`src/rtl/branch_predictor_gshare_if.sv`:
```
// Branch-outcome type and the decode/execute <-> gshare predictor interface.
// The master drives requests and feedback; the slave is the predictor.
package bp_pkg;
  typedef enum logic {NOT_TAKEN = 1'b0, TAKEN = 1'b1} BranchOutcome;
endpackage

interface branch_predictor_gshare_if
  import bp_pkg::*;
#(
  parameter int INDEX_WIDTH = 8,
  parameter int GHR_WIDTH   = 8
);
  logic                   o_ready;
  logic                   i_req_valid;
  logic [31:0]            i_req_pc;
  BranchOutcome           o_req_prediction;
  logic [INDEX_WIDTH-1:0] o_req_index;
  logic [GHR_WIDTH-1:0]   o_req_ghr;
  logic                   i_fb_valid;
  logic [INDEX_WIDTH-1:0] i_fb_index;
  logic [GHR_WIDTH-1:0]   i_fb_ghr;
  BranchOutcome           i_fb_prediction;
  BranchOutcome           i_fb_outcome;

  modport master (
    input  o_ready, o_req_prediction, o_req_index, o_req_ghr,
    output i_req_valid, i_req_pc, i_fb_valid, i_fb_index, i_fb_ghr,
           i_fb_prediction, i_fb_outcome
  );

  modport slave (
    output o_ready, o_req_prediction, o_req_index, o_req_ghr,
    input  i_req_valid, i_req_pc, i_fb_valid, i_fb_index, i_fb_ghr,
           i_fb_prediction, i_fb_outcome
  );
endinterface

```
`src/rtl/branch_predictor_gshare.sv`:
```
// Gshare direction predictor: PC xor global history indexes a table of 2-bit
// saturating counters; history is shifted speculatively and repaired on mispredict.
module branch_predictor_gshare
  import bp_pkg::*;
#(
  parameter int INDEX_WIDTH = 8,
  parameter int GHR_WIDTH   = 8
) (
  input  logic clk,
  input  logic rst,
  branch_predictor_gshare_if.slave bp
);
  localparam int ENTRIES = 1 << INDEX_WIDTH;

  typedef enum logic {INIT, READY} state_t;

  state_t                 state;
  logic                   ready_q;
  logic [INDEX_WIDTH-1:0] sweep;
  logic [GHR_WIDTH-1:0]   ghr;
  logic [1:0]             pht [ENTRIES];

  logic [INDEX_WIDTH-1:0] ghr_ext;
  logic [INDEX_WIDTH-1:0] idx;
  BranchOutcome           pred;
  logic                   mispredict;
  logic [1:0]             fb_ctr;
  logic [1:0]             fb_ctr_nxt;
  logic                   unused_bits;

  always_comb begin
    ghr_ext = '0;
    ghr_ext[GHR_WIDTH-1:0] = ghr;
  end

  assign idx        = bp.i_req_pc[INDEX_WIDTH+1:2] ^ ghr_ext;
  assign pred       = (ready_q && pht[idx][1]) ? TAKEN : NOT_TAKEN;
  assign mispredict = bp.i_fb_valid && (bp.i_fb_prediction != bp.i_fb_outcome);

  assign bp.o_ready          = ready_q;
  assign bp.o_req_prediction = pred;
  assign bp.o_req_index      = idx;
  assign bp.o_req_ghr        = ready_q ? ghr : '0;

  assign unused_bits = ^{bp.i_req_pc[31:INDEX_WIDTH+2], bp.i_req_pc[1:0],
                         bp.i_fb_ghr[GHR_WIDTH-1]};

  always_comb begin
    fb_ctr     = pht[bp.i_fb_index];
    fb_ctr_nxt = fb_ctr;
    if (bp.i_fb_outcome == TAKEN) begin
      if (fb_ctr != 2'b11) fb_ctr_nxt = fb_ctr + 2'b01;
    end else begin
      if (fb_ctr != 2'b00) fb_ctr_nxt = fb_ctr - 2'b01;
    end
  end

  // Mispredict restore outranks the speculative shift: a same-cycle request is wrong-path.
  always_ff @(posedge clk or posedge rst) begin
    if (rst) begin
      state   <= INIT;
      ready_q <= 1'b0;
      sweep   <= '0;
      ghr     <= '0;
    end else begin
      case (state)
        INIT: begin
          sweep <= sweep + 1'b1;
          if (sweep == '1) begin
            state   <= READY;
            ready_q <= 1'b1;
          end
        end
        READY: begin
          if (mispredict)
            ghr <= {bp.i_fb_ghr[GHR_WIDTH-2:0], bp.i_fb_outcome};
          else if (bp.i_req_valid)
            ghr <= {ghr[GHR_WIDTH-2:0], pred};
        end
        default: state <= INIT;
      endcase
    end
  end

  // Table has no reset so it maps to RAM; the init sweep clears it instead.
  always_ff @(posedge clk) begin
    if (state == INIT)
      pht[sweep] <= 2'b01;
    else if (bp.i_fb_valid)
      pht[bp.i_fb_index] <= fb_ctr_nxt;
  end
endmodule

```
`src/flat_wrapper.sv`:
```
// flat-port wrapper written by rule: the top's interface ports become plain ports
module branch_predictor_gshare_flat import bp_pkg::*;
#(
  parameter int INDEX_WIDTH = 8,
  parameter int GHR_WIDTH   = 8
)
  (clk, rst, bp_o_ready, bp_o_req_prediction, bp_o_req_index, bp_o_req_ghr, bp_i_req_valid, bp_i_req_pc, bp_i_fb_valid, bp_i_fb_index, bp_i_fb_ghr, bp_i_fb_prediction, bp_i_fb_outcome);
  branch_predictor_gshare_if #(.INDEX_WIDTH(INDEX_WIDTH), .GHR_WIDTH(GHR_WIDTH)) bp_i ();
  input  logic clk;
  input  logic rst;
  output wire logic [$bits(bp_i.o_ready)-1:0] bp_o_ready;
  output wire logic [$bits(bp_i.o_req_prediction)-1:0] bp_o_req_prediction;
  output wire logic [$bits(bp_i.o_req_index)-1:0] bp_o_req_index;
  output wire logic [$bits(bp_i.o_req_ghr)-1:0] bp_o_req_ghr;
  input wire logic [$bits(bp_i.i_req_valid)-1:0] bp_i_req_valid;
  input wire logic [$bits(bp_i.i_req_pc)-1:0] bp_i_req_pc;
  input wire logic [$bits(bp_i.i_fb_valid)-1:0] bp_i_fb_valid;
  input wire logic [$bits(bp_i.i_fb_index)-1:0] bp_i_fb_index;
  input wire logic [$bits(bp_i.i_fb_ghr)-1:0] bp_i_fb_ghr;
  input wire logic [$bits(bp_i.i_fb_prediction)-1:0] bp_i_fb_prediction;
  input wire logic [$bits(bp_i.i_fb_outcome)-1:0] bp_i_fb_outcome;
  assign bp_o_ready = bp_i.o_ready;
  assign bp_o_req_prediction = bp_i.o_req_prediction;
  assign bp_o_req_index = bp_i.o_req_index;
  assign bp_o_req_ghr = bp_i.o_req_ghr;
  assign bp_i.i_req_valid = bp_i_req_valid;
  assign bp_i.i_req_pc = bp_i_req_pc;
  assign bp_i.i_fb_valid = bp_i_fb_valid;
  assign bp_i.i_fb_index = bp_i_fb_index;
  assign bp_i.i_fb_ghr = bp_i_fb_ghr;
  assign bp_i.i_fb_prediction = bp_i_fb_prediction;
  assign bp_i.i_fb_outcome = bp_i_fb_outcome;
  branch_predictor_gshare #(.INDEX_WIDTH(INDEX_WIDTH), .GHR_WIDTH(GHR_WIDTH)) u_core (.clk(clk), .rst(rst), .bp(bp_i));
endmodule
```
`config.mk`:
```
export PLATFORM = sky130hd
export DESIGN_NAME = branch_predictor_gshare_flat
export DESIGN_NICKNAME = d
export VERILOG_FILES = /design/src/rtl/branch_predictor_gshare_if.sv /design/src/rtl/branch_predictor_gshare.sv /design/src/flat_wrapper.sv
export SDC_FILE = /design/constraint.sdc
export NUM_CORES = 1
export LEC_CHECK = 0
export BUFFER_PORTS_ARGS = -buffer_cell sky130_fd_sc_hd__buf_2
export CORE_MARGIN = 1.5
export CORE_UTILIZATION = 52
export DETAILED_ROUTE_END_ITERATION = 10
export PLACE_DENSITY = 0.72
export SYNTH_ARGS = -nofsm -noshare
export SYNTH_HDL_FRONTEND = slang
export SYNTH_SLANG_ARGS = --single-unit
```
`constraint.sdc`:
```
create_clock -name clk -period 18.7 [get_ports clk]
set_input_delay 0.935 -clock clk [delete_from_list [all_inputs] [get_ports clk]]
set_output_delay 0.935 -clock clk [all_outputs]
set_load 0.01 [all_outputs]
```
==> impl_metrics.yaml <==
setup_path:
  worst-endpoint-required_ns: 18.93
  critical_path.cell_chain: "buf_4 > nand2_1 > buf_4 > o221ai_1 > o22ai_1 > a21oi_1 > nor3_1 > o41ai_1 > a41oi_1 > maj3_1 > nor2_4 > buf_4"
  end_kind: "register"
  critical_path_peak_fanout: 112
  critical_path_buf_inv_count: 3
  critical-path-top-delay-family: "buffers and inverters"
  slowest_delay_ns: 0.96
  crit_path_frequent_cell: "sky130_fd_sc_hd__buf_4"
  setup.worst_path.class: "input pin to register"
  startpoint_type: "input pin"
  crit_slowest_cell: "sky130_fd_sc_hd__buf_4"
  r2r-start: "u_core.pht[110][1]$_DFFE_PP_"
  worst_ep_arrival_time_ns: 6.57
  critical_path.startpoint: "bp_i_fb_index[1]"
cells_and_area:
  layout_area_overhead_pct: 10.3
  final_nets: 1592
  postLayoutCellArea_um2: 26800
  drive_above_1_share: 0.220
yosys:
  synth_fp_nets: 1562
  syn_area_cell_um2: 16.1
  ys_async_sr_fraction: 0.0340
  synth_sequential_area_ratio: 0.651
  synthDominantAreaCellType: "sky130_fd_sc_hd__edfxtp_1"
  postSynthRegisterBits: 530
  synth_area_leaders: "sky130_fd_sc_hd__edfxtp_1 63%, sky130_fd_sc_hd__mux4_2 15%, sky130_fd_sc_hd__nor2_1 4.3%"
  netlist_area_um2: 24300
  synth_commonest_cells: "512 x sky130_fd_sc_hd__edfxtp_1, 281 x sky130_fd_sc_hd__nor2_1, 167 x sky130_fd_sc_hd__mux4_2"
  syn_inst: 1507
  yosys.cell_types.count: 55
  yosysMostFrequentCell: "sky130_fd_sc_hd__edfxtp_1"
  synth_warnings: 0
  synthDominantCellAreaShare: 0.632
  synth_top_flop_cell: "sky130_fd_sc_hd__edfxtp_1"
  synth-edff-count: 512
timing:
  timing.final.hold_violations: 0
  share_of_the_clock_period_used_by_the_worst_path: 0.339
  timing.setup.tns_ns: 0
  worst-slew-pin-transition_ns: 1.11
  finalSetupViolCount: 0
  maxSlewViolCount: 0
  timing.max_slew.rel_slack: 0.257
  finClkSkew_ns: 0.0149
  maxClockFrequency_ghz: 0.158
  final_critical_delay_including_setup_and_external_delays_ns: 6.35
  grt_setup_unrepaired: "no"
routing:
  via_density_per_instance: 6.74
  avgRoutedWirePerCell_um: 28.8
  remaining_drc_errors: 0
  vias: 14800
  drt.antenna.violating_nets: 0
  first_iter_violations: 2059
  postRouteWirelength_um: 63000
  detailedRoute.firstPassIterationCount: 5
cts:
  clock_transition_at_the_registers_of_the_reported_paths_ns: 0.06
  post_cts.resized_instances: 0
  cts.hold.buffers_added: 0
  h-tree-depth: 2
  ctsRootBufferMaster: "sky130_fd_sc_hd__clkbuf_16"
  cts_buffer_count: 52
  cts-root-to-sink-buffers: 3
  clock_tree_from_tritoncts: "built"
  worst_skew_late_latency_ns: 0.59
  clock-sinks: 530
  post-cts-setup-buffers: 0
global_route:
  grtUsageTotal: 0.267
  via_count_of_the_first_global_routing_pass: 14600
  grt_antenna_before_repair: 1
  grt_max_degree: 113
  grt_overflow_total: 0
  grt_pass1_wl_um: 93100
placement:
  placement.io_buffers: 46
  placement.cell_area_um2: 25000
  gp_congestion: 0.915
  dp.final_hpwl_um: 38200
floorplan:
  die_w_um: 219
  core-area_um2: 46400
  die_height_um: 219
  std_cell_rows: 79
  die-area_um2: 48100
  initial_core_util: 0.524
  io-pin-count: 72
power_and_ir_drop:
  leakage_nw: 8.11
  ir_drop_v: 0.0000744
  power_dens_cells_nw_per_um2: 94.4
outcome:
  outcome: "finished clean"
worst_hold_path:
  timing.hold.worst.class: "input pin to async pin"
job:
  number_of_maximum_capacitance_constraint_violations: 0
[kinds of logic after synthesis]
group                    count (synthesis)  synth area share
AO/OA/AOI/OAI                          152            0.0435
adder cells (fa/ha/maj)                  2          0.000926
AND/OR/NAND/NOR                        433            0.0727
buffers and inverters                  123            0.0269
flip-flops                             530             0.651
multiplexers                           251             0.198
XOR/XNOR                                16           0.00685
[per-stage QoR]
stage / total power [mW] / hold WS [ns] / std cells / setup WS (ns) / utilization
2_1_floorplan: 1.41 / 0.518 / 1507 / 3.59 / -
3_3_place_gp: 1.45 / 0.555 / 2090 / 11.92 / 0.540
3_5_place_dp: 1.45 / 0.564 / 2090 / 11.81 / 0.540
4_1_cts: 2.54 / 0.465 / 2187 / 12.42 / 0.579
5_1_grt: 2.59 / 0.522 / 2187 / 12.08 / 0.579
6_report: 2.53 / 0.469 / 2188 / 12.35 / 0.579
[worst paths after layout]
check                      slack, ns  cells past startpoint                          end
max                            12.35                     12  u_core.pht[58][1]$_DFFE_PP_
min                             0.47                      2    u_core.ghr[6]$_DFFE_PP0P_
max reg2reg                    14.04                     10  u_core.pht[58][1]$_DFFE_PP_
min reg2reg                     0.58                      2    u_core.ghr[7]$_DFFE_PP0P_
max in group asynchronous      17.77                      2  u_core.sweep[4]$_DFFE_PP0N_
min in group clk                0.58                      2    u_core.ghr[7]$_DFFE_PP0P_
[power by group]
group          internal [mW]  total [mW]  switching, mW
clock                  0.646        1.10          0.456
sequential              1.28        1.28        0.00200
combinational         0.0511       0.146         0.0952
total                   1.98        2.53          0.553
[layout by cell type, fill, tap and decap left out, types with 13 or more instances in the layout]
| master | n |
|---|---|
| sky130_fd_sc_hd__a21oi_1 | 39 |
| sky130_fd_sc_hd__buf_2 | 44 |
| sky130_fd_sc_hd__buf_4 | 38 |
| sky130_fd_sc_hd__clkbuf_16 | 53 |
| sky130_fd_sc_hd__dfrtp_1 | 18 |
| sky130_fd_sc_hd__edfxtp_1 | 512 |
| sky130_fd_sc_hd__mux2i_1 | 70 |
| sky130_fd_sc_hd__mux4_1 | 13 |
| sky130_fd_sc_hd__mux4_2 | 167 |
| sky130_fd_sc_hd__nand2_1 | 85 |
| sky130_fd_sc_hd__nand3_1 | 20 |
| sky130_fd_sc_hd__nor2_1 | 280 |
| sky130_fd_sc_hd__o221ai_1 | 29 |
| sky130_fd_sc_hd__o22ai_1 | 23 |
[state kept, by name, summed over array words and instances (netlist names)]
name and count:
u_core.sweep 8, u_core.pht 512, u_core.ghr 8, u_core.bp.o_ready 1
u_core.state 1
[area by class of cell]
type                            count  area (um2)
Antenna cell                        1        2.50
Timing Repair Buffer               83         520
Multi-Input combinational cell    854        7860
Inverter                           16        60.1
Sequential cell                   530       15800
Clock inverter                     40         459
Clock buffer                       57        1340
Fill cell                        3409       19500
Tap cell                          607         759
[metal layers]
layer	track usage	part of all wire	vias to the layer above
li1	-	-	6066
met1	0.372	0.38	7557
met2	0.412	0.47	965
met3	0.0521	0.11	163
met4	0.114	0.045	0
met5	0	0	-
(Power assumes the default switching activity.)
